--- src/rtl/mem_access_stage.sv ---
// ---------------------------------------------------------------------------
// mem_access_stage
//   Pipeline MEM stage: a 2^ADDR_W x 16 synchronous data RAM plus the MEM/WB
//   pipeline register.
//   - Stores write the RAM at the edge that ends their IDLE cycle, with no stall.
//   - Loads take two cycles. In the IDLE cycle the read is issued, stall is
//     raised, and a bubble enters MEM/WB. In the LOAD cycle the RAM word is
//     captured together with the held control and data.
//   - Non-memory ops pass through in one cycle.
//
// Optional build macro:
//   MEM_RANGE_CHECK_EN
//     Defined: an access whose aluresult[15:ADDR_W] is nonzero is suppressed
//     and flagged on memerr for one output cycle.
//     Undefined: the upper address bits are ignored (the address wraps) and
//     memerr stays 0.
//
// Ports:
//   clk, rst           clock; synchronous active-high reset
//   branch, zero       branch decision inputs; pcsrc = branch & zero in IDLE
//   memread, memwrite  memory access controls
//   regwrite, memtoreg writeback controls, forwarded to MEM/WB
//   aluresult[15:0]    memory word address, or ALU result to pass through
//   data_to_mem[15:0]  store data
//   regdst[3:0]        destination register number
//   stall              combinational; asks upstream to hold its inputs
//   pcsrc              combinational branch-taken select
//   regwriteout, memtoregout, validout, readdataout, aluresultout,
//   regdstout          MEM/WB register outputs
//   memerr             registered out-of-range access flag
// ---------------------------------------------------------------------------
module mem_access_stage #(
   parameter int ADDR_W = 8
) (
   input  logic        clk,
   input  logic        rst,
   input  logic        branch,
   input  logic        memread,
   input  logic        memwrite,
   input  logic        zero,
   input  logic        regwrite,
   input  logic        memtoreg,
   input  logic [15:0] aluresult,
   input  logic [15:0] data_to_mem,
   input  logic [3:0]  regdst,
   output logic        stall,
   output logic        pcsrc,
   output logic        regwriteout,
   output logic        memtoregout,
   output logic        validout,
   output logic [15:0] readdataout,
   output logic [15:0] aluresultout,
   output logic [3:0]  regdstout,
   output logic        memerr
);

   localparam int DATA_W = 16;
   localparam int DEPTH  = 2 ** ADDR_W;

   typedef enum logic {IDLE = 1'b0, LOAD = 1'b1} state_t;

   state_t r_state, w_state_nxt;

   logic [DATA_W-1:0] r_mem [DEPTH];
   logic [DATA_W-1:0] r_rdata_p1;
   logic [ADDR_W-1:0] w_addr;

   logic              w_oob;
   logic              w_ld_start;
   logic              w_ram_we;
   logic              w_ram_re;

   logic              w_valid_nxt;
   logic              w_regwrite_nxt;
   logic              w_memtoreg_nxt;
   logic [DATA_W-1:0] w_rdata_nxt;
   logic [DATA_W-1:0] w_alu_nxt;
   logic [3:0]        w_regdst_nxt;
   logic              w_memerr_nxt;

   assign w_addr = aluresult[ADDR_W-1:0];

`ifdef MEM_RANGE_CHECK_EN
   assign w_oob = (memread | memwrite) & (|aluresult[15:ADDR_W]);
`else
   assign w_oob = 1'b0;
`endif

   always_ff @(posedge clk) begin
      if (rst) r_state <= IDLE;
      else     r_state <= w_state_nxt;
   end

   always_comb begin
      w_state_nxt    = r_state;
      w_ld_start     = 1'b0;
      stall          = 1'b0;
      pcsrc          = 1'b0;
      w_ram_we       = 1'b0;
      w_ram_re       = 1'b0;
      w_valid_nxt    = 1'b1;
      w_regwrite_nxt = regwrite;
      w_memtoreg_nxt = memtoreg;
      w_rdata_nxt    = '0;
      w_alu_nxt      = aluresult;
      w_regdst_nxt   = regdst;
      w_memerr_nxt   = 1'b0;

      case (r_state)
         IDLE: begin
            pcsrc = branch & zero;
            // A simultaneous read and write is treated as a store only.
            w_ld_start = memread & ~memwrite & ~w_oob;
            stall      = w_ld_start;
            w_ram_we   = memwrite & ~w_oob & ~rst;
            w_ram_re   = w_ld_start & ~rst;
            if (w_ld_start) begin
               w_state_nxt    = LOAD;
               w_valid_nxt    = 1'b0;
               w_regwrite_nxt = 1'b0;
               w_memtoreg_nxt = 1'b0;
               w_alu_nxt      = '0;
               w_regdst_nxt   = '0;
            end else if (w_oob) begin
               w_regwrite_nxt = 1'b0;
               w_memerr_nxt   = 1'b1;
            end
         end
         LOAD: begin
            // Upstream has held the load's inputs, so they pair with the RAM word.
            w_state_nxt = IDLE;
            w_rdata_nxt = r_rdata_p1;
         end
         default: w_state_nxt = IDLE;
      endcase
   end

   // ---- RAM access: write and read-issue edge (p0 -> p1) ----
   always_ff @(posedge clk) begin
      if (w_ram_we) r_mem[w_addr] <= data_to_mem;
      if (w_ram_re) r_rdata_p1   <= r_mem[w_addr];
   end

   // ---- MEM/WB register ----
   always_ff @(posedge clk) begin
      if (rst) begin
         validout     <= 1'b0;
         regwriteout  <= 1'b0;
         memtoregout  <= 1'b0;
         readdataout  <= '0;
         aluresultout <= '0;
         regdstout    <= '0;
         memerr       <= 1'b0;
      end else begin
         validout     <= w_valid_nxt;
         regwriteout  <= w_regwrite_nxt;
         memtoregout  <= w_memtoreg_nxt;
         readdataout  <= w_rdata_nxt;
         aluresultout <= w_alu_nxt;
         regdstout    <= w_regdst_nxt;
         memerr       <= w_memerr_nxt;
      end
   end

endmodule
--- config.mk ---
export PLATFORM = sky130hd
export DESIGN_NAME = mem_access_stage
export DESIGN_NICKNAME = d
export VERILOG_FILES = /design/src/rtl/mem_access_stage.sv
export SDC_FILE = /design/constraint.sdc
export NUM_CORES = 2
export LEC_CHECK = 0
export BUFFER_PORTS_ARGS = -buffer_cell sky130_fd_sc_hd__clkbuf_2
export CAP_MARGIN = 25
export CORE_UTILIZATION = 46
export CTS_BUF_LIST = sky130_fd_sc_hd__clkbuf_8
export CTS_CLUSTER_SIZE = 20
export DETAILED_ROUTE_END_ITERATION = 10
export GPL_TIMING_DRIVEN = 0
export MAX_ROUTING_LAYER = met4
export PLACE_DENSITY = 0.71
export RECOVER_POWER = 25
export SYNTH_ARGS = -nofsm -noshare
export SYNTH_HDL_FRONTEND = slang
export SYNTH_SLANG_ARGS = --single-unit
--- constraint.sdc ---
create_clock -name clk -period 5.86 [get_ports clk]
set_input_delay 0.586 -clock clk [delete_from_list [all_inputs] [get_ports clk]]
set_output_delay 0.586 -clock clk [all_outputs]
set_load 0.005 [all_outputs]
==> impl_results.md <==
* R2R depth at 6
* Multi-input logic area at 30900 µm²
* Largest net degree at the start of global routing at around 140
* CTS Buffer Depth at 4
* Die Area at between 300000 and 400000 µm²
* Outcome: finished, violations left
* Synth Register Bits at about 4200
* Boundary Pins at 86
* Setup Buffers After CTS at 0
* Final core utilization at around 53%
* Syn. warnings at 0
* Distinct cells, synth at 23
* TritonCTS clock tree: yes
* Leading post-synthesis cells by cell area: edfxtp_1 (79%), mux4_2 (15%), a22oi_1 (2.5%)
* Post-Syn Area at approximately 160000 µm²
* First-pass GRT wire length at between 600000 and 700000 µm
* Detailed router's first-iteration violation count at between 10000 and 15000
* Site row count at 213
* WHS at just over 80 ps
* Register area share after synthesis at around four fifths
* Peak supply drop at about 250 µV
* Number of fill cells at 25157
* # port buffers at approximately 80
* Num CTS Buffers at 637
* GRT Util Overall at a little over a quarter
* Via count at 80594
* Period utilization at between 90% and 100%
* Fmax at around 0.18 GHz
* Post-synth top area share at just under 80%
* Nets@finish at ~7800
* Setup CP Type: input pin to register
* Worst EP arrival at around 6400 ps
* Vias in the first global route at around 80000
* DIE HEIGHT at 585 µm
* Area growth syn-to-layout at 13.8%
* Most common cell after layout, fill and taps aside: edfxtp_1
* Hold Path Depth at 3
* Leak at approximately 55 nW
* RSZ-0062 raised after global routing: false
* Synthesized instance count at between 6000 and 7000
* Final Total Pwr at ~58 mW
* Worst setup SP type: input pin
* Min-delay worst type: input pin to register
* Antenna violations before repair at 39
* Share of cells above drive strength 1 at between 20 and 30%
* Dpl hpwl at about 290000 µm
* Grt ovf at 0
* Data required, critical path at 6770 ps
* Biggest area consumer among synthesized cells: edfxtp_1
* Setup violators final at 0
* CTS clk-pin slew, worst paths at around 70 ps
* Failing checks: capacitance limit, slew limit
* Fin. Hold Viols at 0
* Initial core utilization at 46.3%
* Drt first pass iters at 8
* Slew @ Worst Pin at 6710 ps
* Area of the core at between 300000 and 400000 µm²
* Clock sink count at between 4000 and 5000
* Clock skew at between 150 and 200 ps
* Wirelength, routed at around 440000 µm
* Number of remaining DRC errors at 0
* H-tree levels at 6
* Vias per inst at around 6.3
* Setup crit end kind: register
* Seq. cell area at 124000 µm²
* Minimum clock period at approximately 5500 ps
* Setup TNS at 0 ps
* GPL Wtd Cong at approximately 1.1
* Syn_nets at roughly 6800
* Worst-Skew Late Latency at approximately 1300 ps
* # resized after CTS at 0
* Pwr Density at roughly 320 nW/µm²
* Crit path max fanout at between 100 and 150
* Die width at 585 µm
* Most frequent cells in the layout: edfxtp_1 (4112), mux4_2 (1024), clkbuf_8 (647)
* Drt wl/cell at between 30 and 40 µm
* Slew Viols, Final at 2286
* Worst slew margin at -347%
* Antenna-violating nets left at 0
* Max Cap Viol at 28
* Synth Area per Inst at around 23 µm²
* Root Buffer: clkbuf_8
[synthesized netlist by cell type (all sizes together)]
cell	number
a21oi	256
nor2	262
a22oi	512
nand2	31
mux4	1024
and3b	1
nor2b	9
conb	1
clkbuf	257
buf	160
nor3b	3
nand4	16
edfxtp	4112
nand3	4
dfxtp	40
and3	1
o41ai	64
and2	40
nand2b	2
or2	1
[where the power goes]
part / internal [mW] / leakage [nW] / total, mW / switching (mW)
clock: 10.6 / 6.46 / 21.8 / 11.2
sequential: 32.7 / 37.3 / 32.7 / 0.00851
combinational: 0.960 / 11.2 / 3.03 / 2.07
[final cells by class]
type | instances | area share (%)
Sequential cell | 4152 | 69.8
Multi-Input combinational cell | 2227 | 17.3
Clock buffer | 646 | 4.99
Tap cell | 4515 | 3.17
Timing Repair Buffer | 343 | 2.25
Clock inverter | 461 | 1.28
Buffer | 417 | 1.08
Antenna cell | 82 | 0.115
[critical path, stage by stage]
cell and delay (ps):
dlygate4sd3_1 540, clkbuf_1 2770, clkbuf_2 1690, buf_16 410
[logic make-up after synthesis]
logic type / count (synthesis) / share of synthesized area (%)
compound gates: 832 / 3.63
buf+inv: 417 / 1.21
other cells: 1 / 0.00240
simple gates: 370 / 1.01
mux: 1024 / 14.7
flops: 4152 / 79.4
[metal layers]
metal	GRT usage [%]	part of all wire (%)	vias to the layer above
li1	-	-	31371
met1	33.1	35	42300
met2	38.0	45	5906
met3	9.04	14	1017
met4	12.6	5.6	0
met5	-	0	-
[flip-flops by register name, indices dropped and copies added, names as in the netlist]
name,cells
readdataout,16
aluresultout,16
validout,1
memtoregout,1
r_state,1
r_mem,4096
r_rdata_p1,16
regwriteout,1
regdstout,4
[worst paths after layout]
| kind | from | end | slack, ps |
|---|---|---|---|
| worst min-delay path | aluresult[5] | aluresultout[5] | 80 |
| worst min register to register | r_rdata_p1[7] | readdataout[7] | 470 |
| worst max-delay path | data_to_mem[1] | r_mem[176][1] | 380 |
| worst max register to register | r_state | r_mem[88][2] | 1050 |
[timing repair]
| item | 4_1_cts | 5_1_grt |
|---|---|---|
| endpoints found under the hold margin | 495 | 0 |
| hold buffers | 38 | 0 |
| endpoints found under the setup margin | 0 | 0 |
[stage by stage]
step / instance area, µm² / setup WS (ps) / std cells
after floorplan: 157000 / 2710 / 6796
after global placement: 163000 / -2640 / 11393
after detailed placement: 167000 / 118 / 11602
after CTS: 178000 / 800 / 12747
after global routing: 178000 / 328 / 12832
final: 178000 / 381 / 12843
(Power assumes the default switching activity.)
